--- src/rtl/rcswitch_tx.sv ---
// PT2262-style tri-state code-word transmitter.
// Serialises symbols plus a sync gap onto tx_o, one chip per tick.
module rcswitch_tx #(
    parameter int SYMBOLS = 12,
    parameter int REPEAT  = 4
) (
    input  logic                   clk_i,
    input  logic                   rst_n_i,
    input  logic                   tick_i,
    input  logic                   send_i,
    input  logic [2*SYMBOLS-1:0]   data_i,
    output logic                   ready_o,
    output logic                   busy_o,
    output logic                   done_o,
    output logic                   tx_o
);

    localparam int SW = (SYMBOLS > 1) ? $clog2(SYMBOLS) : 1;
    localparam int RW = (REPEAT > 1) ? $clog2(REPEAT) : 1;

    typedef enum logic [1:0] {IDLE, DATA, SYNC, DONE} state_t;

    state_t               state, state_n;
    logic [2*SYMBOLS-1:0] shadow, shadow_n;
    logic [2:0]           chip, chip_n;
    logic [SW-1:0]        sym, sym_n;
    logic [4:0]           syn, syn_n;
    logic [RW-1:0]        rep, rep_n;
    logic                 tx_n, done_n;

    logic [2*SYMBOLS-1:0] shifted;
    logic [1:0]           code;
    logic [7:0]           pat;

    // Current symbol is brought to the top of the shadow word.
    assign shifted = shadow << (2 * sym);
    assign code    = shifted[2*SYMBOLS-1 -: 2];

    always_comb begin
        pat = 8'h8E;
        unique case (code)
            2'b00:   pat = 8'h88;
            2'b01:   pat = 8'hEE;
            default: pat = 8'h8E;
        endcase
    end

    always_ff @(posedge clk_i or negedge rst_n_i) begin
        if (!rst_n_i) begin
            state  <= IDLE;
            shadow <= '0;
            chip   <= '0;
            sym    <= '0;
            syn    <= '0;
            rep    <= '0;
            tx_o   <= 1'b0;
            done_o <= 1'b0;
        end else begin
            state  <= state_n;
            shadow <= shadow_n;
            chip   <= chip_n;
            sym    <= sym_n;
            syn    <= syn_n;
            rep    <= rep_n;
            tx_o   <= tx_n;
            done_o <= done_n;
        end
    end

    always_comb begin
        state_n  = state;
        shadow_n = shadow;
        chip_n   = chip;
        sym_n    = sym;
        syn_n    = syn;
        rep_n    = rep;
        tx_n     = tx_o;
        done_n   = 1'b0;
        unique case (state)
            IDLE: begin
                if (send_i) begin
                    shadow_n = data_i;
                    chip_n   = '0;
                    sym_n    = '0;
                    syn_n    = '0;
                    rep_n    = '0;
                    state_n  = DATA;
                end
            end
            DATA: begin
                if (tick_i) begin
                    tx_n   = pat[~chip];
                    chip_n = chip + 3'd1;
                    if (chip == 3'd7) begin
                        if (sym == SW'(SYMBOLS - 1)) begin
                            sym_n   = '0;
                            syn_n   = '0;
                            state_n = SYNC;
                        end else begin
                            sym_n = sym + 1'b1;
                        end
                    end
                end
            end
            SYNC: begin
                if (tick_i) begin
                    tx_n = (syn == 5'd0);
                    if (syn == 5'd31) begin
                        syn_n = '0;
                        if (int'(rep) < REPEAT - 1) begin
                            rep_n   = rep + 1'b1;
                            state_n = DATA;
                        end else begin
                            state_n = DONE;
                        end
                    end else begin
                        syn_n = syn + 5'd1;
                    end
                end
            end
            DONE: begin
                if (tick_i) begin
                    tx_n    = 1'b0;
                    done_n  = 1'b1;
                    state_n = IDLE;
                end
            end
            default: state_n = IDLE;
        endcase
    end

    assign ready_o = (state == IDLE);
    assign busy_o  = ~ready_o;

endmodule

--- config.mk ---
export PLATFORM = sky130hd
export DESIGN_NAME = rcswitch_tx
export DESIGN_NICKNAME = d
export VERILOG_FILES = /design/src/rtl/rcswitch_tx.sv
export SDC_FILE = /design/constraint.sdc
export NUM_CORES = 1
export LEC_CHECK = 0
export ABC_AREA = 1
export CORE_UTILIZATION = 30
export CTS_CLUSTER_DIAMETER = 200
export CTS_CLUSTER_SIZE = 40
export DETAILED_ROUTE_END_ITERATION = 10
export DONT_BUFFER_PORTS = 1
export GPL_ROUTABILITY_DRIVEN = 0
export HOLD_SLACK_MARGIN = 0.08
export PLACE_DENSITY_LB_ADDON = 0.05
export SLEW_MARGIN = 20
export SYNTH_ARGS = -nofsm -noshare
export SYNTH_HDL_FRONTEND = slang
export SYNTH_SLANG_ARGS = --single-unit
export TNS_END_PERCENT = 100
--- constraint.sdc ---
create_clock -name clk_i -period 4.6 [get_ports clk_i]
set_clock_uncertainty 0.05 [all_clocks]
set_input_delay 0.46 -clock clk_i [delete_from_list [all_inputs] [get_ports clk_i]]
set_output_delay 0.46 -clock clk_i [all_outputs]
set_load 0.05 [all_outputs]
==> results.yml <==
outcome:
  status: "completed"
floorplan:
  start_util_pct: 31.70
  core_sq_um: 6907
  io_pins: 32
  die_y_um: 87.43
  die-area_sq_um: 7644
  rows: 30
  die_width_um: 87.43
synth:
  synth_top_family_by_area: "simple AND/OR/NAND/NOR gates"
  syn_nets: 311
  ys_ff_latch: 42
  synth_xor_area_share_pct: 1.600
  synth-simple-area-share_pct: 29.37
  syn-mean-instance-area_sq_um: 7.933
  synthMuxAreaShare_pct: 0.5143
  synth_compound_area_share_pct: 9.029
  ys_seq_area_share_pct: 48.00
  synth_warnings: 0
  synth_fa_ha_area_share_pct: 4.000
  syn_area_sq_um: 2190
  netlist_instances: 276
  synth.distinct_cells: 28
final_layout:
  diodes: 0
  fin_nets: 313
  fin_area_sq_um: 2427
  area_growth_pct: 10.86
  n_fill_cell: 774
  drive_gt1_share_pct: 11.51
placement:
  placed_cell_area_sq_um: 2277
  dp.final_hpwl_mm: 3.458
  dp_slack_ns: 2.371
  io_buffers: 0
sta:
  timing.hold.ws_ns: 0.2207
  hold_violations: 0
  max_freq_mhz: 454.5
  fin_crit_sh_pct: 47.83
  setup_slack_ns: 2.400
  worst_pin_slew_ns: 0.5079
  rsz0062_at_grt: "no"
  fin_tns_setup_ns: 0
  maxSlewHeadroom_pct: 66.14
  finalMaxSlewViolations: 0
  final-setup-viol-count: 0
  fin_crit_ns: 2.200
setup_path:
  reg2regPathDepth: 9
  path_max_fanout: 37
  end_kind: "flip-flop"
  crit_required_ns: 4.74
  rr_endpoint: "syn[3]$_DFFE_PN0P_"
  crit_type: "reg -> reg"
  arrival_ns: 2.34
  setup.worst_path.start_class: "flip-flop"
  r2r_setup_slack_ns: 2.40
  worstReg2RegStart: "state[1]$_DFFE_PN0P_"
pwr:
  p_sw_mw: 0.7073
  leakagePower_nw: 1.199
  p_comb_share_pct: 40.3
  p_int_mw: 0.9092
  p_clk_share_pct: 18.9
  power.total_mw: 1.617
  power_density_nw_per_um2: 666.0
  vdd_drop_max_v: 0.0001621
  power_frac_seq_pct: 40.8
  swShare_pct: 43.75
worst_hold_path:
  hold_path.class: "in -> reg"
  hold_depth: 2
  hp-start: "data_i[15]"
  whs_endpoint: "shadow[15]$_DFFE_PN0P_"
cts:
  cts_tree: "yes"
  clockBufferDepth: 2
  htreeDepth: 2
  insertion_delay_ns: 0.29
  numClockSinks: 42
  clk_pin_slew_worst_paths_ns: 0.08
  cts_inserted_buffers: 5
  cts_root_buffer: "clkbuf_8"
drt:
  num_vias: 1660
  routed_wl_mm: 4.922
  post-route-drc-count: 0
  avgViaCountPerCell: 4.439
  wl_per_cell_um: 13.16
  postRouteAntennaNets: 0
  drt-initial-drc-count: 64
  dr.pass1.iters: 4
grt:
  grt_overflow: 0
  grtUsageTotal_pct: 14.44
  grt_pass1_vias: 1674
  grt_start_max_net_pins: 43
  grt_pass1_wl_mm: 8.349
  antenna_found_initial: 0
flow_run:
  cap_violations: 0
## cell usage in the layout (no fill, tap or decap), drive strengths merged, types with 2 or more instances in the layout
cell type	n
a21oi	9
clkbuf	6
dfrtp	42
ha	7
inv	33
nand2	101
nand3	24
nor2	19
o21ai	23
o22ai	2
xor2	3
## how the worst max path moves through the flow
| stage | start | endpoint | slack (ns) |
|---|---|---|---|
| after floorplan | state[1]$_DFFE_PN0P_ | syn[3]$_DFFE_PN0P_ | 2.86 |
| after global placement | state[1]$_DFFE_PN0P_ | syn[3]$_DFFE_PN0P_ | 2.42 |
| after detailed placement | state[1]$_DFFE_PN0P_ | syn[3]$_DFFE_PN0P_ | 2.37 |
| after CTS | state[1]$_DFFE_PN0P_ | syn[3]$_DFFE_PN0P_ | 2.35 |
| after global routing | state[0]$_DFFE_PN0P_ | syn[3]$_DFFE_PN0P_ | 2.23 |
| final | state[1]$_DFFE_PN0P_ | syn[3]$_DFFE_PN0P_ | 2.40 |
## layout make-up
type                    instances  area, sq um  share of cell area (%)
clock buffers                   6        82.58                   3.402
clock inverters                 1        30.03                   1.237
inverters                      34        131.4                   5.412
multi-input cells             193        974.7                   40.15
flip-flops and latches         42         1051                   43.30
well taps                      96        120.1                   4.948
repair buffers                  2        37.54                   1.546
## flip-flops by register name, summed over array words and instances (netlist names)
name and cells:
chip 3, done_o 1, rep 2, shadow 24, state 2, sym 4
syn 5, tx_o 1
## power by group through the flow
stage / sequential, mW / combinational [mW] / clock (mW)
2_1_floorplan: 0.620 / 0.557 / 0
3_3_place_gp: 0.668 / 0.654 / 0
3_5_place_dp: 0.667 / 0.655 / 0
4_1_cts: 0.661 / 0.669 / 0.317
5_1_grt: 0.684 / 0.765 / 0.324
6_report: 0.659 / 0.651 / 0.306
## per-layer routing
metal | global-route usage [%] | wire (um) | part of all wire (%) | vias to the layer above
met5 | 0 | 0 | 0 | -
li1 | - | - | - | 864
met3 | 2.938 | 120 | 2.4 | 6
met2 | 21.45 | 2084 | 42 | 21
met1 | 20.77 | 2646 | 54 | 769
met4 | 4.918 | 72 | 1.5 | 0
## what timing repair did
item,4_1_cts,5_1_grt
buffers inserted,0,0
hold buffers,2,0
gates resized for setup,0,0
hold endpoints to repair,42,0
## stage by stage
step / instances / util [%]
floorplan: 276 / -
global placement: 365 / 32.97
detailed placement: 365 / 32.97
CTS: 374 / 35.14
global route: 374 / 35.14
finish: 374 / 35.14
## synth_stat cells
cell type,instances,area share (%)
o21ai_1,3,0.69
nor3_2,1,0.46
nand2_1,99,17
xnor2_1,1,0.40
clkbuf_1,4,0.69
nor2_1,13,2.2
nor2_4,4,2.1
o21ai_2,2,0.80
clkinv_2,1,0.23
dfrtp_1,42,48
xor2_1,3,1.2
o22ai_1,1,0.29
inv_2,7,1.2
o22ai_4,1,0.91
nand2_4,2,1.0
o21ai_0,18,4.1
nand4_1,1,0.29
buf_2,2,0.46
nor2_2,2,0.57
or2_2,1,0.29
buf_4,1,0.34
mux2_2,1,0.51
a21oi_2,1,0.40
nand3_1,24,5.5
a21oi_1,8,1.8
ha_1,7,4.0
inv_1,25,4.3
inv_4,1,0.29
## critical path, stage by stage (launching register included)
cell and delay [ns]:
dfrtp_1 0.48, nor2_4 0.38, nand2_4 0.23, inv_4 0.33
o22ai_4 0.12, nor2_4 0.13, nand2_4 0.08, nor2_4 0.08
xor2_1 0.15, nor2_1 0.05
## kinds of logic after synthesis
group                      Yosys count
AOI/OAI and AO/OA                   34
buffers and inverters               41
and+or+nand+nor                    147
DFF                                 42
adders and majority gates            7
muxes                                1
xor gates and xnor gates             4
(Power assumes the default switching activity.)
